File: src/rtl/counter_pkg.sv
// counter_pkg: shared types and constants for the mode_counter family.
//   mode_t  : counting mode encoding as seen on the 2-bit mode input
//   DIR_UP / DIR_DOWN : direction encoding used on dir, dir_q and the
//                       internal bounce direction register
package counter_pkg;

  typedef enum logic [1:0] {
    MODE_WRAP   = 2'b00,
    MODE_SAT    = 2'b01,
    MODE_BOUNCE = 2'b10,
    MODE_HOLD   = 2'b11
  } mode_t;

  localparam logic DIR_UP   = 1'b1;
  localparam logic DIR_DOWN = 1'b0;

endpackage

File: src/rtl/bin2gray.sv
// bin2gray: combinational binary-to-Gray encoder.
// Ports:
//   bin  : binary input, WIDTH bits
//   gray : Gray-coded output, gray = bin ^ (bin >> 1)
module bin2gray #(
  parameter int WIDTH = 3
) (
  input  logic [WIDTH-1:0] bin,
  output logic [WIDTH-1:0] gray
);

  assign gray = bin ^ (bin >> 1);

endmodule

File: src/rtl/mode_counter.sv
// mode_counter: parametrised up/down counter with wrap, saturate, bounce and
// hold modes, synchronous parallel load and a combinational terminal-count flag.
// Optional feature macro: MODE_COUNTER_GRAY_EN adds the q_gray output.
// Ports:
//   clk      : rising-edge clock
//   rst      : asynchronous active-low reset (q=0, bounce direction=up)
//   en       : count enable
//   dir      : 1 = up, 0 = down (ignored in bounce mode)
//   mode     : 00 wrap, 01 saturate, 10 bounce, 11 hold
//   load     : synchronous load of min(load_val, MODULUS-1); beats en
//   load_val : load value
//   q        : current count
//   dir_q    : effective direction of the next step
//   tc       : q sits on the boundary of the effective direction while counting
//   q_gray   : Gray-coded q (MODE_COUNTER_GRAY_EN only)
module mode_counter
  import counter_pkg::*;
#(
  parameter int WIDTH   = 3,
  parameter int MODULUS = 8
) (
  input  logic             clk,
  input  logic             rst,
  input  logic             en,
  input  logic             dir,
  input  logic [1:0]       mode,
  input  logic             load,
  input  logic [WIDTH-1:0] load_val,
  output logic [WIDTH-1:0] q,
`ifdef MODE_COUNTER_GRAY_EN
  output logic [WIDTH-1:0] q_gray,
`endif
  output logic             dir_q,
  output logic             tc
);

  localparam logic [WIDTH-1:0] MAX  = WIDTH'(MODULUS - 1);
  localparam logic [WIDTH-1:0] ZERO = '0;

  mode_t            mode_e;
  logic             bounce_dir;
  logic             bounce_dir_nxt;
  logic             at_bound;
  logic             step_dir;
  logic             stepping;
  logic [WIDTH-1:0] q_nxt;
  logic [WIDTH-1:0] q_step;
  logic [WIDTH-1:0] load_clamped;

  assign mode_e = mode_t'(mode);

  assign dir_q    = (mode_e == MODE_BOUNCE) ? bounce_dir : dir;
  assign at_bound = (dir_q == DIR_UP) ? (q == MAX) : (q == ZERO);
  assign stepping = en && !load && (mode_e != MODE_HOLD);
  assign tc       = stepping && at_bound;

  assign load_clamped = (load_val > MAX) ? MAX : load_val;

  // A bounce counter normally never sits on the boundary of its own
  // direction (it flips on arrival), but a load or mode change can put it
  // there; in that case reverse instead of stepping past the range.
  assign step_dir = (mode_e == MODE_BOUNCE && at_bound) ? ~bounce_dir : dir_q;
  assign q_step   = (step_dir == DIR_UP) ? q + 1'b1 : q - 1'b1;

  always_comb begin
    q_nxt          = q;
    bounce_dir_nxt = bounce_dir;
    if (load) begin
      q_nxt = load_clamped;
    end else if (stepping) begin
      case (mode_e)
        MODE_WRAP: begin
          if (at_bound) q_nxt = (dir_q == DIR_UP) ? ZERO : MAX;
          else          q_nxt = q_step;
        end
        MODE_SAT: begin
          if (!at_bound) q_nxt = q_step;
        end
        MODE_BOUNCE: begin
          q_nxt = q_step;
          // Flip on arrival so the boundary value is emitted exactly once.
          if (q_step == MAX)       bounce_dir_nxt = DIR_DOWN;
          else if (q_step == ZERO) bounce_dir_nxt = DIR_UP;
          else                     bounce_dir_nxt = step_dir;
        end
        default: q_nxt = q;
      endcase
    end
  end

  // Count and bounce direction registers
  always_ff @(posedge clk or negedge rst) begin
    if (!rst) begin
      q          <= '0;
      bounce_dir <= DIR_UP;
    end else begin
      q          <= q_nxt;
      bounce_dir <= bounce_dir_nxt;
    end
  end

`ifdef MODE_COUNTER_GRAY_EN
  bin2gray #(.WIDTH(WIDTH)) u_gray (
    .bin  (q),
    .gray (q_gray)
  );
`endif

endmodule
File: config.mk
export PLATFORM = sky130hd
export DESIGN_NAME = mode_counter
export DESIGN_NICKNAME = d
export VERILOG_FILES = /design/src/rtl/counter_pkg.sv /design/src/rtl/bin2gray.sv /design/src/rtl/mode_counter.sv
export SDC_FILE = /design/constraint.sdc
export NUM_CORES = 1
export LEC_CHECK = 0
export BUFFER_PORTS_ARGS = -buffer_cell sky130_fd_sc_hd__buf_2
export CAP_MARGIN = 30
export CORE_AREA = 2 2 39 41
export CTS_CLUSTER_DIAMETER = 60
export CTS_CLUSTER_SIZE = 8
export DETAILED_ROUTE_END_ITERATION = 12
export DIE_AREA = 0 0 41 43
export PLACE_DENSITY = 0.69
export SYNTH_ARGS = -nofsm -noshare
export SYNTH_HDL_FRONTEND = slang
export SYNTH_SLANG_ARGS = --single-unit
File: constraint.sdc
create_clock -name clk -period 3.58 [get_ports clk]
set_input_delay 1.074 -clock clk [delete_from_list [all_inputs] [get_ports clk]]
set_output_delay 1.074 -clock clk [all_outputs]
set_load 0.02 [all_outputs]
==> out/metrics.cfg <==
[run_status]
outcome = finished clean

[synthesis]
avgSynthCellArea_sq_um = 8.35
ys_types = 32
syn_area_sq_um = 509
ys_top_cells_by_count = ha_1 (6), nor2_1 (6), inv_1 (5)
yosysWarnings = 0
ys_ff_latch = 4
ys_async_sr_fraction = 1.00
synthCells = 61
syn-num-nets = 77
synth_edf_count = 0
ys.flop_type = dfrtp_1
seq_area_frac_synth = 0.199
ys_top_cells_by_area = dfrtp_1 (15%), ha_1 (15%), dfstp_2 (5.2%)
yosys.area.top_type_share = 0.147
yosys.area.top_type = dfrtp_1

[power]
swShare = 0.382
p_switching_uw = 89.5
p_comb_frac = 0.421
finalPower_uw = 235
p_clk_frac = 0.280
p_int_uw = 145
p_leak_nw = 0.309
pwr_density_cell_nw_per_um2 = 369
seqPwrFrac = 0.299
ir_drop_v = 0.000200

[critical_path]
end_kind = primary output
path_cells = buf_2, inv_1, ha_1, mux2_4, mux2i_4, and2b_2, buf_2
cp_top_family = multiplexers
path_class = in -> out
crit_buf_inv = 3
cp_slowest_cell = mux2_4
required_ns = 2.51
cp_max_fo = 4
startpoint_type = primary input
crit_path_frequent_cell = buf_2
arrival_ns = 2.35
slowest_delay_ns = 0.35

[clock_tree]
clkTransAtPathRegs_ns = 0.04
htreeDepth = 1
clock_latency_ns = 0.25
postCtsSetupBuffers = 0
ctsHoldBuffers = 0
clock_sinks = 4
numCtsBuffers = 3
cts_tree = done
cts_buffer_depth = 2
cts_resized = 0
cts-root-buf = clkbuf_4

[timing]
slew_headroom = 0.750
post-route-period-util = 0.957
skew_ns = 0.00511
setup-tns-final_ns = 0
fmax_ghz = 0.292
setup_viol = 0
period_needed_ns = 3.43
rsz0062_at_grt = false
setup_slack_ns = 0.153
finalHoldViolCount = 0
worst_slew_pin_slew_ns = 0.375
drv_slew = 0

[placement]
gp_congestion = 0.846
post-dp-hpwl_um = 853
place_ws_ns = 0.151
port_buffers = 14

[detailed_routing]
drt-initial-drc-count = 16
ant_nets = 0
firstDrtPassIters = 4
routed_wl_um = 1090
dr_total_vias = 531
vias_per_cell = 5.53
wl_per_cell_um = 11.4
drc = 0

[grt]
grt_first_pass_wirelength_um = 1890
grt_start_max_net_pins = 13
antenna_found_initial = 0
grt_pass1_vias = 451
grt_usage = 0.153
overflow = 0

[finish]
drive_gt1_frac = 0.325
antennaDiodeCount = 0
fill_cells = 132
nets = 97
utilization = 0.459
synthToLayoutAreaGrowth_pct = 24.8

[floorplan]
core_sq_um = 1380
io_pins = 15
die_area_sq_um = 1760
die_height_um = 43
rows = 14
fp.dieW_um = 41
initial_utilization = 0.368

[flow_run]
maxCapViolations = 0

[min_path]
min_path_type = reg -> reg

-- cells in the final DEF, fill, tap and decap left out, drive strengths merged --
master,instances
buf,16
nor2,6
ha,6
inv,5
nand2,4
o21ai,4
clkbuf,4
nor2b,3
a21oi,3
o22ai,3
dfrtp,3
and2b,2
nor3b,2
mux2,1
a21boi,1
o221a,1
xor2,1
nor3,1
and3,1
mux2i,1
o31a,1
a31oi,1
nand2b,1
and3b,1
a221o,1
nand3b,1
o211ai,1
or3,1
a211oi,1
or3b,1
a21o,1
dfstp,1
-- power groups by stage --
| stage | Clock, mW | Sequential, mW | Combinational (mW) |
|---|---|---|---|
| floorplan | 0 | 0.0690 | 0.0706 |
| global placement | 0 | 0.0707 | 0.0976 |
| detailed placement | 0 | 0.0704 | 0.0987 |
| CTS | 0.0674 | 0.0695 | 0.0992 |
| global route | 0.0720 | 0.0717 | 0.111 |
| finish | 0.0657 | 0.0701 | 0.0988 |
-- metrics by stage --
stage	area, sq um	hold slack [ns]	instances
after detailed placement	609	0.530	92
after global placement	609	0.532	92
after global routing	636	0.544	96
after CTS	636	0.536	96
after floorplan	509	0.506	61
final	636	0.537	96
-- sequential cells by signal, summed over array words and instances (netlist names) --
register	flops
bounce_dir	1
q	3
-- routing by layer --
layer  routed length [um]  part of all wire  global-route usage  vias up
met1                  523              0.48               0.242      250
met3                   75             0.069              0.0366        3
met4                   14             0.013              0.0600        0
li1                     -                 -                   -      260
met2                  480              0.44               0.191       18
met5                    0                 0                   0        -
-- cell families after synthesis --
| family | Yosys count | synth area share |
|---|---|---|
| AO/OA/AOI/OAI | 18 | 0.246 |
| XOR/XNOR | 1 | 0.0172 |
| adder cells (fa/ha/maj) | 6 | 0.147 |
| buffers and inverters | 6 | 0.0467 |
| flip-flops | 4 | 0.199 |
| multiplexers | 2 | 0.0737 |
| AND/OR/NAND/NOR | 24 | 0.270 |
-- final timing paths --
kind / slack, ns / cells past startpoint / end / start
min reg2reg: 0.54 / 1 / bounce_dir / bounce_dir
min: 0.54 / 1 / bounce_dir / bounce_dir
min in group asynchronous: 0.62 / 1 / q[0] / rst
max reg2reg: 1.18 / 9 / bounce_dir / q[2]
max in group asynchronous: 2.75 / 1 / bounce_dir / rst
max: 0.15 / 7 / tc / mode[0]
-- cell type report --
cell class,count,area [sq um],share of cell area
multi-input cells,51,384,0.604
flip-flops and latches,4,101,0.159
repair buffers,16,85.1,0.134
clock buffers,4,26.3,0.0413
well taps,16,20.0,0.0315
inverters,5,18.8,0.0295
(Power assumes the default switching activity.)
